==> src/rtl/debug_display_ctrl.sv <==
// Multi-channel seven-segment debug display: selects one of CHANNELS debug words, steps the
// channel with a debounced button, optionally freezes the word, and scans DIGITS hex digits.
module debug_display_ctrl #(
  parameter int DIGITS    = 4,
  parameter int CHANNELS  = 4,
  parameter int SCAN_DIV  = 131072,
  parameter int DB_CYCLES = 1000000,
  parameter int BLANK_LZ  = 0,
  localparam int CHAN_W   = (CHANNELS > 1) ? $clog2(CHANNELS) : 1
) (
  input  logic                         CLK,
  input  logic                         clr,
  input  logic                         button,
  input  logic                         freeze,
  input  logic [CHANNELS*DIGITS*4-1:0] data_in,
  output logic [DIGITS-1:0]            pos_ctrl,
  output logic [7:0]                   num_ctrl,
  output logic [CHAN_W-1:0]            chan_sel
);

  localparam int WORD_W = DIGITS * 4;
  localparam int DIG_W  = (DIGITS > 1) ? $clog2(DIGITS) : 1;
  localparam int SCAN_W = $clog2(SCAN_DIV);
  localparam int DB_W   = $clog2(DB_CYCLES);

  localparam logic [SCAN_W-1:0] SCAN_LAST  = SCAN_W'(SCAN_DIV - 1);
  localparam logic [DB_W-1:0]   DB_LAST    = DB_W'(DB_CYCLES - 1);
  localparam logic [CHAN_W-1:0] CHAN_LAST  = CHAN_W'(CHANNELS - 1);
  localparam logic [DIG_W-1:0]  DIGIT_LAST = DIG_W'(DIGITS - 1);

  logic              btn_meta, btn_sync, db_level, step_pulse;
  logic [DB_W-1:0]   db_cnt;
  logic [SCAN_W-1:0] scan_cnt;
  logic [DIG_W-1:0]  digit_idx;
  logic [WORD_W-1:0] snapshot, word_sel;
  logic [3:0]        nibble;
  logic              upper_zero, dp_on, blank, tick;
  logic [6:0]        seg;

  // Active-low segments {g,f,e,d,c,b,a}.
  function automatic logic [6:0] hex_to_seg(input logic [3:0] n);
    case (n)
      4'h0: return 7'h40;  4'h1: return 7'h79;  4'h2: return 7'h24;  4'h3: return 7'h30;
      4'h4: return 7'h19;  4'h5: return 7'h12;  4'h6: return 7'h02;  4'h7: return 7'h78;
      4'h8: return 7'h00;  4'h9: return 7'h10;  4'hA: return 7'h08;  4'hB: return 7'h03;
      4'hC: return 7'h46;  4'hD: return 7'h21;  4'hE: return 7'h06;  default: return 7'h0E;
    endcase
  endfunction

  // NOTE: every signal written in always_comb gets a default first so no latch is inferred.
  always_comb begin
    word_sel = '0;
    for (int c = 0; c < CHANNELS; c++)
      if (chan_sel == CHAN_W'(c)) word_sel = data_in[c*WORD_W +: WORD_W];
  end

  always_comb begin
    nibble     = '0;
    upper_zero = 1'b0;
    for (int d = 0; d < DIGITS; d++)
      if (digit_idx == DIG_W'(d)) begin
        nibble     = snapshot[d*4 +: 4];
        upper_zero = ((snapshot >> (4 * d)) == '0);
      end
  end

  assign tick  = (scan_cnt == SCAN_LAST);
  assign dp_on = (int'(chan_sel) == int'(digit_idx));
  assign blank = (BLANK_LZ != 0) && (digit_idx != '0) && upper_zero;
  assign seg   = blank ? 7'h7F : hex_to_seg(nibble);

  // Synchroniser and debouncer; the step pulse fires only on an accepted press.
  // NOTE: sequential state uses non-blocking assignments so every register samples pre-edge values.
  always_ff @(posedge CLK or negedge clr) begin
    if (!clr) begin
      btn_meta   <= 1'b0;
      btn_sync   <= 1'b0;
      db_level   <= 1'b0;
      db_cnt     <= '0;
      step_pulse <= 1'b0;
    end else begin
      btn_meta   <= button;
      btn_sync   <= btn_meta;
      step_pulse <= 1'b0;
      if (btn_sync == db_level) begin
        db_cnt <= '0;
      end else if (db_cnt == DB_LAST) begin
        db_cnt     <= '0;
        db_level   <= btn_sync;
        step_pulse <= btn_sync;
      end else begin
        db_cnt <= db_cnt + DB_W'(1);
      end
    end
  end

  always_ff @(posedge CLK or negedge clr) begin
    if (!clr) begin
      chan_sel <= '0;
      snapshot <= '0;
    end else begin
      if (step_pulse) chan_sel <= (chan_sel == CHAN_LAST) ? '0 : chan_sel + CHAN_W'(1);
      if (!freeze) snapshot <= word_sel;
    end
  end

  // On each tick the current digit is registered onto the outputs, then the index advances.
  always_ff @(posedge CLK or negedge clr) begin
    if (!clr) begin
      scan_cnt  <= '0;
      digit_idx <= '0;
      pos_ctrl  <= '1;
      num_ctrl  <= 8'hFF;
    end else if (tick) begin
      scan_cnt  <= '0;
      digit_idx <= (digit_idx == DIGIT_LAST) ? '0 : digit_idx + DIG_W'(1);
      pos_ctrl  <= ~(DIGITS'(1) << digit_idx);
      num_ctrl  <= {~dp_on, seg};
    end else begin
      scan_cnt <= scan_cnt + SCAN_W'(1);
    end
  end

endmodule
==> config.mk <==
export PLATFORM = sky130hd
export DESIGN_NAME = debug_display_ctrl
export DESIGN_NICKNAME = d
export VERILOG_FILES = /design/src/rtl/debug_display_ctrl.sv
export SDC_FILE = /design/constraint.sdc
export NUM_CORES = 1
export LEC_CHECK = 0
export CORE_AREA = 2 2 84 102
export DETAILED_ROUTE_END_ITERATION = 16
export DIE_AREA = 0 0 86 104
export GPL_ROUTABILITY_DRIVEN = 1
export PLACE_DENSITY = 0.79
export SYNTH_ARGS = -nofsm -noshare
export SYNTH_HDL_FRONTEND = slang
export SYNTH_SLANG_ARGS = --single-unit
==> constraint.sdc <==
create_clock -name CLK -period 3 [get_ports CLK]
set_clock_uncertainty 0.1 [all_clocks]
set_input_delay 0.6 -clock CLK [delete_from_list [all_inputs] [get_ports CLK]]
set_output_delay 0.6 -clock CLK [all_outputs]
set_load 0.005 [all_outputs]
==> out/metrics.yaml, run 1 <==
power_and_ir_drop:
  p_seq_share_pct: 51.4
  vdd.ir_drop.worst_uv: 237.4
  netSwitchingFraction_pct: 23.62
  combPwrFrac_pct: 11.5
  power_switching_mw: 0.4708
  p_leak_nw: 2.118
  power.density_mw_per_mm2: 392.7
  clock_power_share_pct: 37.1
  p_int_mw: 1.522
global_routing:
  first_global_vias: 3334
  track_usage_pct: 20.41
  use_met2_pct: 33.17
  gr-total-overflow: 0
  use_met3_pct: 3.968
  grt_pass1_wl_um: 14780
  use_met1_pct: 26.13
  grt_max_degree: 33
  antenna_found_initial: 0
  grt_busiest_layer: "met2"
placement:
  port_buffers: 81
  place_congestion: 0.8513
  dp_hpwl_um: 6371
  dp_slack_ns: 0.3654
critical_path:
  cp_slowest_cell: "o221ai_1"
  r2r-end: "num_ctrl[0]"
  cp_slowest_stage_delay_ns: 0.49
  path_class: "register to register"
  crit_buf_inv: 3
  reg2reg_slack_ns: 0.37
  end_kind: "register"
  arrival_ns: 2.80
  cp.required_ns: 3.17
  worstSetupStartpointType: "register"
  crit_family: "compound AO/OA/AOI/OAI gates"
  cpMostUsedCell: "inv_1"
  timing.rr.start: "digit_idx[0]"
  path_cells: "inv_1 -> ha_1 -> nand2b_1 -> o221ai_1 -> inv_1 -> ha_1 -> inv_1 -> nor2_1 -> a21oi_1 -> mux2i_1 -> mux2_2"
  ff2ff_path_depth: 11
  path_depth: 11
  crit_fanout: 7
cts:
  cts_tree: "done"
  cts.repair.resized: 0
  clk_pin_slew_ns: 0.07
  htree_levels: 3
  post-cts-setup-buffers: 0
  clkSinkCount: 73
  clk_path_buf_depth: 2
  clock_latency_ns: 0.35
  cts_hold_buf: 0
  cts_buffers: 9
  clockRootBuffer: "clkbuf_8"
synth:
  synth_edf_count: 0
  synthTopCellsByArea: "dfrtp_1 (38%), dfstp_2 (7.9%), ha_1 (5.3%), nor2_1 (4.7%), xor2_1 (4.6%)"
  avgSynthCellArea_um2: 9.396
  yosys.area.top_type: "dfrtp_1"
  yosys.area.top_type_share_pct: 38.14
  synth_area_mm2: 0.004003
  synth_nets: 511
  yosysMostFrequentCell: "dfrtp_1"
  synth_cells: 426
  ys_ff_latch: 73
  ys.flop_type: "dfrtp_1"
  synth_cell_types: 44
  synth.top_cells.by_count: "dfrtp_1 (61), nor2_1 (50), nand2_1 (39)"
  seq_area_frac_synth_pct: 46.01
  async_flop_share_pct: 100.0
  ys_warn_count: 0
detailed_routing:
  vias: 3247
  drtIter0Drc: 212
  drc_errors: 0
  first_pass_iters: 4
  ant_nets: 0
  wl_per_cell_um: 14.09
  wirelength_um: 8509
  via_per_inst: 5.376
timing:
  hold_viol: 0
  finalMaxSlewViolations: 0
  period_share_pct: 87.66
  worstMarginPinSlew_ns: 0.9554
  min_period_ns: 2.630
  max_freq_ghz: 0.3803
  final.setup.worst_slack_ns: 0.3702
  setup_tns_ns: 0
  worst_slew_margin_rel_pct: 36.17
  rsz0062_at_grt: "false"
  setup_viol: 0
min_path:
  min_path_type: "primary input to async pin"
floorplan:
  rows: 36
  die_h_um: 104
  die_x_um: 86
  die_area_mm2: 0.008944
  core_mm2: 0.007973
  start_util_pct: 50.20
  ios: 82
run_status:
  outcome: "completed"
final_layout:
  drive_gt1_share_pct: 10.02
  num-nets-final: 589
  area_growth_pct: 26.79
  n_antenna_cell: 0
run:
  cap_viol_max_count: 0
-- power by group through the flow --
| stage | sequential (mW) | combinational, mW | clock [mW] |
|---|---|---|---|
| after floorplan | 1.04 | 0.100 | 0 |
| final | 1.02 | 0.228 | 0.740 |
| after global routing | 1.03 | 0.254 | 0.809 |
| after global placement | 1.04 | 0.226 | 0 |
| after detailed placement | 1.04 | 0.230 | 0 |
| after CTS | 1.02 | 0.231 | 0.760 |
-- cell usage in the layout, fill, tap and decap left out, types with 3 or more instances in the layout --
master           synthesis  layout
dfstp_2                 12      12
clkbuf_8                 0       9
dfrtp_1                 61      61
nand2_1                 39      39
and3_1                   5       5
a21oi_1                 31      31
xnor2_1                 11      11
nand3_1                  9       9
nor3_1                  20      20
a221oi_1                15      15
clkdlybuf4s50_1          0      80
ha_1                    17      17
nand3b_1                 5       5
inv_1                   14      14
mux2_2                   7       7
xor2_1                  21      21
nor2b_1                 19      19
mux2i_1                  8       8
or3_1                    3       3
buf_4                    2       8
o21ai_0                 24      24
nor2_1                  50      50
nand4_1                  8       8
-- routing by layer --
| layer | wire (µm) | share of wire, % |
|---|---|---|
| met1 | 3776 | 44 |
| met2 | 4120 | 48 |
| met3 | 418 | 4.9 |
| met4 | 194 | 2.3 |
| met5 | 0 | 0 |
-- logic make-up (layout without fill, tap and decap cells) --
family                     after synthesis  in the layout  synth area share (%)
buffers and inverters                   37            120                 4.314
DFF                                     73             73                 46.01
AOI/OAI and AO/OA                       80             80                 12.22
adders and majority gates               17             17                 5.314
and+or+nand+nor                        172            172                 21.16
muxes                                   15             15                 3.970
xor gates and xnor gates                32             32                 7.002
-- sequential cells by signal, summed over array words and instances (netlist names), 2 cells and up --
register,cells
chan_sel,2
db_cnt,20
digit_idx,2
num_ctrl,8
pos_ctrl,4
scan_cnt,17
snapshot,16
-- area by class of cell --
| cell class | instances | area (µm²) |
|---|---|---|
| clock buffer | 11 | 131.4 |
| clock inverter | 5 | 56.30 |
| timing repair buffer | 90 | 885.9 |
| sequential | 73 | 1842 |
| inverter | 14 | 52.55 |
| fill | 661 | 2898 |
| tap | 95 | 118.9 |
| multi-input combinational | 316 | 1988 |
-- worst reg2reg max path, delay by kind of cell (launching register included) --
family | cells | cell delay [ns]
and+or+nand+nor | 2 | 0.18
DFF | 1 | 0.42
AOI/OAI and AO/OA | 2 | 0.62
buffers and inverters | 3 | 0.37
adders and majority gates | 2 | 0.51
muxes | 2 | 0.37
-- metrics by stage --
stage               hold slack, ns  std cells  area [µm²]  power, mW  util [%]
floorplan                   0.2044        426        4003      1.137         -
global placement            0.2363        588        4887      1.268     61.30
detailed placement          0.2413        588        4887      1.274     61.30
CTS                         0.1990        604        5075      2.016     63.65
global route                0.2412        604        5075      2.091     63.65
finish                      0.1813        604        5075      1.993     63.65
-- worst max path at each step --
stage | from | endpoint | slack [ns]
floorplan | digit_idx[1] | num_ctrl[0] | 0.57
global placement | digit_idx[0] | num_ctrl[0] | 0.44
detailed placement | digit_idx[0] | num_ctrl[0] | 0.37
CTS | digit_idx[0] | num_ctrl[0] | 0.34
global route | digit_idx[0] | num_ctrl[0] | 0.04
finish | digit_idx[0] | num_ctrl[0] | 0.37
No activity file was read; power rests on OpenSTA's default activity.
==> run 2, diff against run 1 <==
Settings changed: CTS_CLUSTER_DIAMETER set to 30.
==> results of run 2 <==
Final layout, timing and power as in run 1 (identical DEF).
==> run 3, diff against run 2 <==
Settings changed: CTS_CLUSTER_DIAMETER 30 to not set, SLEW_MARGIN set to 20.
==> results of run 3 <==
Final layout, timing and power as in run 1 (identical DEF).
